**src/rtl/video_timing_pkg.sv**
```systemverilog
// Shared types and constants for the raster timing generator and its pattern source.
// Optional feature macro used by this design: VIDEO_TIMING_NOISE_EN.
package video_timing_pkg;

  localparam int HCNT_W = 12;
  localparam int VCNT_W = 11;
  localparam int LFSR_W = 16;

  localparam logic [LFSR_W-1:0] LFSR_SEED = 16'hACE1;
  // Taps 16,14,13,11 expressed as bit positions 15,13,12,10.
  localparam logic [LFSR_W-1:0] LFSR_TAPS = 16'hB400;

  typedef struct packed {
    logic pal;
    logic dbl;
  } mode_t;

  typedef enum logic [1:0] {
    COL_ALL = 2'd0,
    COL_R   = 2'd1,
    COL_G   = 2'd2,
    COL_B   = 2'd3
  } col_mask_e;

  function automatic logic [VCNT_W-1:0] vscale(input int lines, input logic dbl);
    return dbl ? VCNT_W'(2 * lines) : VCNT_W'(lines);
  endfunction

endpackage

```
**src/rtl/video_pattern_gen.sv**
```systemverilog
// Test-pattern source: 8 vertical colour bars, or an LFSR noise field when
// VIDEO_TIMING_NOISE_EN is defined; per-channel masking applied last.
module video_pattern_gen
  import video_timing_pkg::*;
#(
  parameter int CW       = 8,
  parameter int H_ACTIVE = 320
) (
  input  logic              clk,
  input  logic              reset_n,
  input  logic              ce_pix,
  input  logic              de,
  input  logic              hblank,
  input  logic [VCNT_W-1:0] row,
  input  logic [1:0]        col,
  output logic [CW-1:0]     video_r,
  output logic [CW-1:0]     video_g,
  output logic [CW-1:0]     video_b
);

  col_mask_e     col_sel;
  logic          r_en, g_en, b_en;
  logic [CW-1:0] src_r, src_g, src_b;
  logic [CW-1:0] r_q, r_d, g_q, g_d, b_q, b_d;
  logic          unused_ok;

  assign col_sel = col_mask_e'(col);
  assign r_en    = (col_sel == COL_ALL) || (col_sel == COL_R);
  assign g_en    = (col_sel == COL_ALL) || (col_sel == COL_G);
  assign b_en    = (col_sel == COL_ALL) || (col_sel == COL_B);

`ifdef VIDEO_TIMING_NOISE_EN
  logic [LFSR_W-1:0] lfsr_q, lfsr_d;

  always_comb begin
    lfsr_d = lfsr_q;
    if (ce_pix && de) begin
      lfsr_d = {lfsr_q[LFSR_W-2:0], ^(lfsr_q & LFSR_TAPS)};
    end
  end

  always_ff @(posedge clk or negedge reset_n) begin
    if (!reset_n) lfsr_q <= LFSR_SEED;
    else          lfsr_q <= lfsr_d;
  end

  assign src_r     = lfsr_q[LFSR_W-1 -: CW];
  assign src_g     = lfsr_q[LFSR_W-1 -: CW];
  assign src_b     = lfsr_q[LFSR_W-1 -: CW];
  assign unused_ok = &{1'b0, row, hblank};
`else
  localparam int BAR_W = H_ACTIVE / 8;
  localparam int PX_W  = (BAR_W > 1) ? $clog2(BAR_W) : 1;
  localparam logic [PX_W-1:0] PX_LAST = PX_W'(BAR_W - 1);
  // Reset leaves the raster on pixel 0, so the first counted pixel is pixel 1.
  localparam logic [PX_W-1:0] PX_RST  = PX_W'(1 % BAR_W);
  localparam logic [2:0]      BAR_RST = 3'(1 / BAR_W);

  logic [PX_W-1:0] px_q, px_d;
  logic [2:0]      bar_q, bar_d;

  always_comb begin
    px_d  = px_q;
    bar_d = bar_q;
    if (ce_pix) begin
      if (hblank) begin
        px_d  = '0;
        bar_d = '0;
      end else if (px_q == PX_LAST) begin
        px_d  = '0;
        bar_d = bar_q + 3'd1;
      end else begin
        px_d = px_q + 1'b1;
      end
    end
  end

  always_ff @(posedge clk or negedge reset_n) begin
    if (!reset_n) begin
      px_q  <= PX_RST;
      bar_q <= BAR_RST;
    end else begin
      px_q  <= px_d;
      bar_q <= bar_d;
    end
  end

  assign src_r     = {CW{bar_q[2]}};
  assign src_g     = {CW{bar_q[1]}};
  assign src_b     = {CW{bar_q[0]}};
  // Bars are vertical, so the source row never changes the picture.
  assign unused_ok = &{1'b0, row};
`endif

  always_comb begin
    r_d = r_q;
    g_d = g_q;
    b_d = b_q;
    if (ce_pix) begin
      r_d = (de && r_en) ? src_r : '0;
      g_d = (de && g_en) ? src_g : '0;
      b_d = (de && b_en) ? src_b : '0;
    end
  end

  always_ff @(posedge clk or negedge reset_n) begin
    if (!reset_n) begin
      r_q <= '0;
      g_q <= '0;
      b_q <= '0;
    end else begin
      r_q <= r_d;
      g_q <= g_d;
      b_q <= b_d;
    end
  end

  assign video_r = r_q;
  assign video_g = g_q;
  assign video_b = b_q;

endmodule

```
**src/rtl/video_timing_gen.sv**
```systemverilog
// Raster timing generator: pixel enable, H/V counters, sync/blank/DE and test pattern,
// with frame-latched NTSC/PAL and 1x/2x modes. Noise pattern via VIDEO_TIMING_NOISE_EN.
module video_timing_gen
  import video_timing_pkg::*;
#(
  parameter int CE_DIV       = 4,
  parameter int CW           = 8,
  parameter int H_ACTIVE     = 320,
  parameter int H_FP         = 8,
  parameter int H_SYNC       = 32,
  parameter int H_TOTAL      = 400,
  parameter int V_ACTIVE     = 240,
  parameter int V_FP         = 4,
  parameter int V_SYNC       = 3,
  parameter int V_TOTAL_NTSC = 262,
  parameter int V_TOTAL_PAL  = 312
) (
  input  logic              clk,
  input  logic              reset_n,
  input  logic              pal,
  input  logic              scandouble,
  input  logic [1:0]        col,
  output logic              ce_pix,
  output logic [HCNT_W-1:0] hcnt,
  output logic [VCNT_W-1:0] vcnt,
  output logic              hblank,
  output logic              vblank,
  output logic              hsync,
  output logic              vsync,
  output logic              de,
  output logic              frame_start,
  output logic [CW-1:0]     video_r,
  output logic [CW-1:0]     video_g,
  output logic [CW-1:0]     video_b
);

  localparam int DIV_W = $clog2(CE_DIV);
  localparam logic [DIV_W-1:0]  DIV_MAX_1X = DIV_W'(CE_DIV - 1);
  localparam logic [DIV_W-1:0]  DIV_MAX_2X = DIV_W'(CE_DIV / 2 - 1);
  localparam logic [HCNT_W-1:0] H_LAST     = HCNT_W'(H_TOTAL - 1);
  localparam logic [HCNT_W-1:0] H_ACT      = HCNT_W'(H_ACTIVE);
  localparam logic [HCNT_W-1:0] HS_START   = HCNT_W'(H_ACTIVE + H_FP);
  localparam logic [HCNT_W-1:0] HS_END     = HCNT_W'(H_ACTIVE + H_FP + H_SYNC);

  logic [DIV_W-1:0]  div_q, div_d, div_max;
  logic              ce_q, ce_d;
  mode_t             mode_q, mode_d;
  logic [HCNT_W-1:0] hcnt_q, hcnt_d;
  logic [VCNT_W-1:0] vcnt_q, vcnt_d, v_last, row;
  logic              hblank_q, hblank_d, vblank_q, vblank_d;
  logic              hsync_q, hsync_d, vsync_q, vsync_d;
  logic              frame_start_q, frame_start_d;
  logic              h_wrap, v_wrap, de_d;

  always_comb begin
    div_max = mode_q.dbl ? DIV_MAX_2X : DIV_MAX_1X;
    ce_d    = (div_q >= div_max);
    div_d   = ce_d ? '0 : div_q + 1'b1;
    v_last  = vscale(mode_q.pal ? V_TOTAL_PAL : V_TOTAL_NTSC, mode_q.dbl) - 1'b1;
    h_wrap  = (hcnt_q == H_LAST);
    v_wrap  = (vcnt_q == v_last);

    hcnt_d        = hcnt_q;
    vcnt_d        = vcnt_q;
    mode_d        = mode_q;
    hblank_d      = hblank_q;
    vblank_d      = vblank_q;
    hsync_d       = hsync_q;
    vsync_d       = vsync_q;
    frame_start_d = frame_start_q;

    if (ce_q) begin
      hcnt_d = h_wrap ? '0 : hcnt_q + 1'b1;
      if (h_wrap) vcnt_d = v_wrap ? '0 : vcnt_q + 1'b1;
      // Mode (and with it the divider length) only changes at the frame boundary.
      if (h_wrap && v_wrap) begin
        mode_d.pal = pal;
        mode_d.dbl = scandouble;
      end
      frame_start_d = h_wrap && v_wrap;
      hblank_d      = (hcnt_d >= H_ACT);
      hsync_d       = (hcnt_d >= HS_START) && (hcnt_d < HS_END);
      vblank_d      = (vcnt_d >= vscale(V_ACTIVE, mode_d.dbl));
      vsync_d       = (vcnt_d >= vscale(V_ACTIVE + V_FP, mode_d.dbl)) &&
                      (vcnt_d <  vscale(V_ACTIVE + V_FP + V_SYNC, mode_d.dbl));
    end

    de_d = ~(hblank_d | vblank_d);
    row  = mode_d.dbl ? (vcnt_d >> 1) : vcnt_d;
  end

  always_ff @(posedge clk or negedge reset_n) begin
    if (!reset_n) begin
      div_q         <= '0;
      ce_q          <= 1'b0;
      mode_q        <= '0;
      hcnt_q        <= '0;
      vcnt_q        <= '0;
      hblank_q      <= 1'b1;
      vblank_q      <= 1'b1;
      hsync_q       <= 1'b0;
      vsync_q       <= 1'b0;
      frame_start_q <= 1'b0;
    end else begin
      div_q         <= div_d;
      ce_q          <= ce_d;
      mode_q        <= mode_d;
      hcnt_q        <= hcnt_d;
      vcnt_q        <= vcnt_d;
      hblank_q      <= hblank_d;
      vblank_q      <= vblank_d;
      hsync_q       <= hsync_d;
      vsync_q       <= vsync_d;
      frame_start_q <= frame_start_d;
    end
  end

  // Fed with next-state timing so the pattern lands on the same edge as the counters.
  video_pattern_gen #(
    .CW       (CW),
    .H_ACTIVE (H_ACTIVE)
  ) u_pattern (
    .clk     (clk),
    .reset_n (reset_n),
    .ce_pix  (ce_q),
    .de      (de_d),
    .hblank  (hblank_d),
    .row     (row),
    .col     (col),
    .video_r (video_r),
    .video_g (video_g),
    .video_b (video_b)
  );

  assign ce_pix      = ce_q;
  assign hcnt        = hcnt_q;
  assign vcnt        = vcnt_q;
  assign hblank      = hblank_q;
  assign vblank      = vblank_q;
  assign hsync       = hsync_q;
  assign vsync       = vsync_q;
  assign de          = ~(hblank_q | vblank_q);
  assign frame_start = frame_start_q;

endmodule

```
**config.mk**
```make
export PLATFORM = sky130hd
export DESIGN_NAME = video_timing_gen
export DESIGN_NICKNAME = d
export VERILOG_FILES = /design/src/rtl/video_timing_pkg.sv /design/src/rtl/video_pattern_gen.sv /design/src/rtl/video_timing_gen.sv
export SDC_FILE = /design/constraint.sdc
export NUM_CORES = 1
export LEC_CHECK = 0
export ABC_AREA = 1
export ABC_CLOCK_PERIOD_IN_PS = 3900
export CORE_UTILIZATION = 53
export DETAILED_ROUTE_END_ITERATION = 10
export PLACE_DENSITY = 0.81
export SYNTH_ARGS = -nofsm -noshare
export SYNTH_HDL_FRONTEND = slang
export SYNTH_SLANG_ARGS = --single-unit
```
**constraint.sdc**
```tcl
create_clock -name clk -period 3.9 [get_ports clk]
set_clock_uncertainty 0.1 [all_clocks]
set_input_delay 0.585 -clock clk [delete_from_list [all_inputs] [get_ports clk]]
set_output_delay 0.585 -clock clk [all_outputs]
set_load 0.01 [all_outputs]
```
==> impl_metrics.toml <==
[cts]
h-tree-depth = 2
path_clk_slew_ns = 0.09
clk_latency_ns = 0.30
cts_resized = 0
clockBufferDepth = 2
cts_sinks = 45
cts_setup_buffers = 0
cts_tree = "done"
cts_hold_buffers = 0
clockRootBuffer = "clkbuf_8"
cts-buffers-inserted = 5

[final_layout]
n_antenna_cell = 0
num-nets-final = 487
layout-drive-gt1-share_pct = 8.190
area_growth_pct = 19.49
fillers = 472

[global_routing]
grt_start_max_net_pins = 46
grt_usage_pct = 23.98
antenna_found_initial = 0
grt_pass1_wl_mm = 11.85
grt_pass1_vias = 2545
overflow = 0

[setup_path]
slowest_stage = "dfrtp_1"
crit_path_max_incr_delay_ns = 0.48
crit_family = "simple AND/OR/NAND/NOR gates"
arrival_ns = 3.26
cp-end-kind = "flip-flop"
path_max_fanout = 8
crit_chain = "inv_1 > ha_1 > xnor2_1 > nand2_1 > nand2_1 > inv_1 > nor2_1 > nand3_2 > inv_2 > nor2_1 > a21oi_2 > ha_1 > nand3_1 > nor2_1 > nand2_1 > nand2_1 > nand2_1 > nand2_1 > nand2_2 > nand3_1 > nand2_1"
critPathRequiredTime_ns = 3.98
crit_path_start_kind = "flip-flop"
crit_buf_inv = 3
path_common_cell = "nand2_1"
worstSetupPathType = "reg -> reg"

[synthesis]
synth_nets = 447
synth-simple-area-share_pct = 29.89
synth_top_family_by_area = "simple AND/OR/NAND/NOR gates"
async_flop_share_pct = 100.0
synth_warnings = 0
ys_types = 39
ys_seq_area_share_pct = 35.71
ys_seq_elements = 45
syn-cell-area_um2 = 3164
synth_ff_type = "dfrtp_1"
synth_compound_area_share_pct = 8.501
synthAdderAreaFrac_pct = 7.117
synth_mux_area_share_pct = 0
synthXorXnorAreaFrac_pct = 5.813
netlist_instances = 423
synth_edf_count = 0
avgSynthCellArea_um2 = 7.481

[routing]
routed_wl_mm = 6.951
vias_per_cell = 5.136
drc = 0
dr.first_iter.drc_count = 193
ant_nets = 0
num_vias = 2753
drt_first_pass_iters = 4
routedWlPerCell_um = 12.97

[floorplanning]
start_util_pct = 56.09
die_w_um = 79.27
die_area_um2 = 6284
row_count = 27
fp.coreArea_um2 = 5642
num_io_pins = 60
die_y_um = 79.27

[timing]
setup_viol = 0
fmax_ghz = 0.3144
fin_setup_tns_ns = 0
finalHoldWorstSlack_ns = 0.3336
finalCritPeriodShare_pct = 81.56
hold_violations = 0
rsz0062_at_grt = "no"
tightest_slew_ns = 0.9817
period_minus_slack_ns = 3.181
max_slew_margin_pct = 34.55
final_max_slew_viol_count = 0
worst_slack_ns = 0.7193

[job]
maxCapViolCount = 0

[power]
peakVddDrop_v = 0.0001850
p_leak_nw = 1.879
total_power_mw = 0.8455
p_per_area_nw_per_um2 = 223.6

[place]
routabilityCongestion = 0.9551
pre_cts_ws_ns = 0.7528
dpl.hpwl_mm = 5.321
port-buffer-count = 59

[worst_hold_path]
min_path_type = "in -> async"

[run_status]
status = "completed"
[final cells by class]
type | count | area, µm² | share of cell area, %
clock buffers | 6 | 72.57 | 1.919
clock inverters | 2 | 38.79 | 1.026
inverters | 60 | 225.2 | 5.956
multi-input cells | 290 | 1624 | 42.95
flip-flops and latches | 45 | 1130 | 29.88
well taps | 72 | 90.09 | 2.383
repair buffers | 61 | 600.6 | 15.88
[Yosys cell counts, types with 2 or more instances]
cell type	instances	share of area, %
a21oi_1	6	0.95
inv_2	3	0.36
clkbuf_1	4	0.47
or2_2	3	0.59
nand3_2	2	0.63
buf_4	21	5.0
nor2_2	4	0.79
dfstp_2	3	2.5
o22ai_1	3	0.59
nor2_1	37	4.4
nand2_1	100	12
xnor2_1	4	1.1
nand2_2	5	0.99
o211a_1	2	0.63
a21oi_2	2	0.55
o21ai_0	20	3.2
nor3_2	4	1.3
dfrtp_1	42	33
nand4_1	11	2.2
o21bai_1	2	0.47
buf_1	2	0.24
o21ai_1	4	0.63
nand3_1	31	4.9
inv_1	56	6.6
xor2_1	17	4.7
nor3_1	5	0.79
ha_1	18	7.1
[through the flow]
step | utilization, % | cell area, µm² | instances
final | 67.02 | 3781 | 536
after CTS | 67.02 | 3781 | 536
after global routing | 67.02 | 3781 | 536
after global placement | 65.05 | 3670 | 528
after detailed placement | 65.05 | 3670 | 528
after floorplan | - | 3164 | 423
[layer usage]
| layer | global-route usage (%) | vias up | wire length, µm |
|---|---|---|---|
| met5 | 0 | - | 0 |
| met4 | 7.273 | 0 | 131 |
| met3 | 4.023 | 10 | 418 |
| met2 | 39.91 | 77 | 3314 |
| met1 | 31.82 | 1247 | 3087 |
| li1 | - | 1419 | - |
[final timing paths]
check,from,endpoint,slack [ns],cells past startpoint
max,mode_q[1],u_pattern.video_b[6],0.72,21
max reg2reg,mode_q[1],u_pattern.video_b[6],0.72,21
min reg2reg,div_q[0],div_q[0],0.38,1
min,reset_n,hcnt[8],0.33,1
min in group clk,div_q[0],div_q[0],0.38,1
max in group asynchronous,reset_n,mode_q[1],2.74,1
[flip-flops by register name, indices dropped and copies added (netlist names)]
register	flops
u_pattern.bar_q	3
vcnt	11
div_q	2
u_pattern.video_r	1
hcnt	12
mode_q	2
u_pattern.video_g	1
hsync	1
hblank	1
vsync	1
ce_pix	1
vblank	1
u_pattern.video_b	1
frame_start	1
u_pattern.px_q	6
[worst register-to-register path, stage by stage, from the launching register on]
cell     delay [ns]
dfrtp_1        0.48
inv_1          0.14
ha_1           0.33
xnor2_1        0.16
nand2_1        0.06
nand2_1        0.08
inv_1          0.04
nor2_1         0.13
nand3_2        0.18
inv_2          0.15
nor2_1         0.06
a21oi_2        0.26
ha_1           0.25
nand3_1        0.09
nor2_1         0.14
nand2_1        0.07
nand2_1        0.05
nand2_1        0.04
nand2_1        0.06
nand2_2        0.07
nand3_1        0.07
nand2_1        0.06
[cell usage in the layout, fill, tap and decap left out, types with 2 or more instances in the layout]
cell type,instances
o211a_1,2
nand2_1,100
xnor2_1,4
clkdlybuf4s50_1,58
buf_4,2
dfstp_2,3
a21oi_2,2
o21ai_1,4
nand4_1,11
nor2_2,4
nand2_2,5
o22ai_1,3
o21bai_1,2
inv_2,3
nor3_2,4
nor2_1,37
clkbuf_8,5
or2_2,3
a21oi_1,6
ha_1,18
nor3_1,5
dfrtp_1,42
nand3_2,2
nand3_1,31
xor2_1,17
o21ai_0,20
inv_1,56
[logic make-up after synthesis]
logic type	after synthesis
AND/OR/NAND/NOR	206
buffers and inverters	88
AO/OA/AOI/OAI	45
flip-flops	45
XOR/XNOR	21
adder cells (fa/ha/maj)	18
[where the power goes]
| group | leakage (nW) | internal [mW] | switching, mW | total [mW] |
|---|---|---|---|---|
| Sequential | 0.585 | 0.467 | 0.00111 | 0.468 |
| Combinational | 1.24 | 0.00964 | 0.0180 | 0.0276 |
| Clock | 0.0554 | 0.192 | 0.158 | 0.350 |
| Total | 1.88 | 0.669 | 0.177 | 0.846 |
Note: power is estimated with default switching activity, not from simulation.
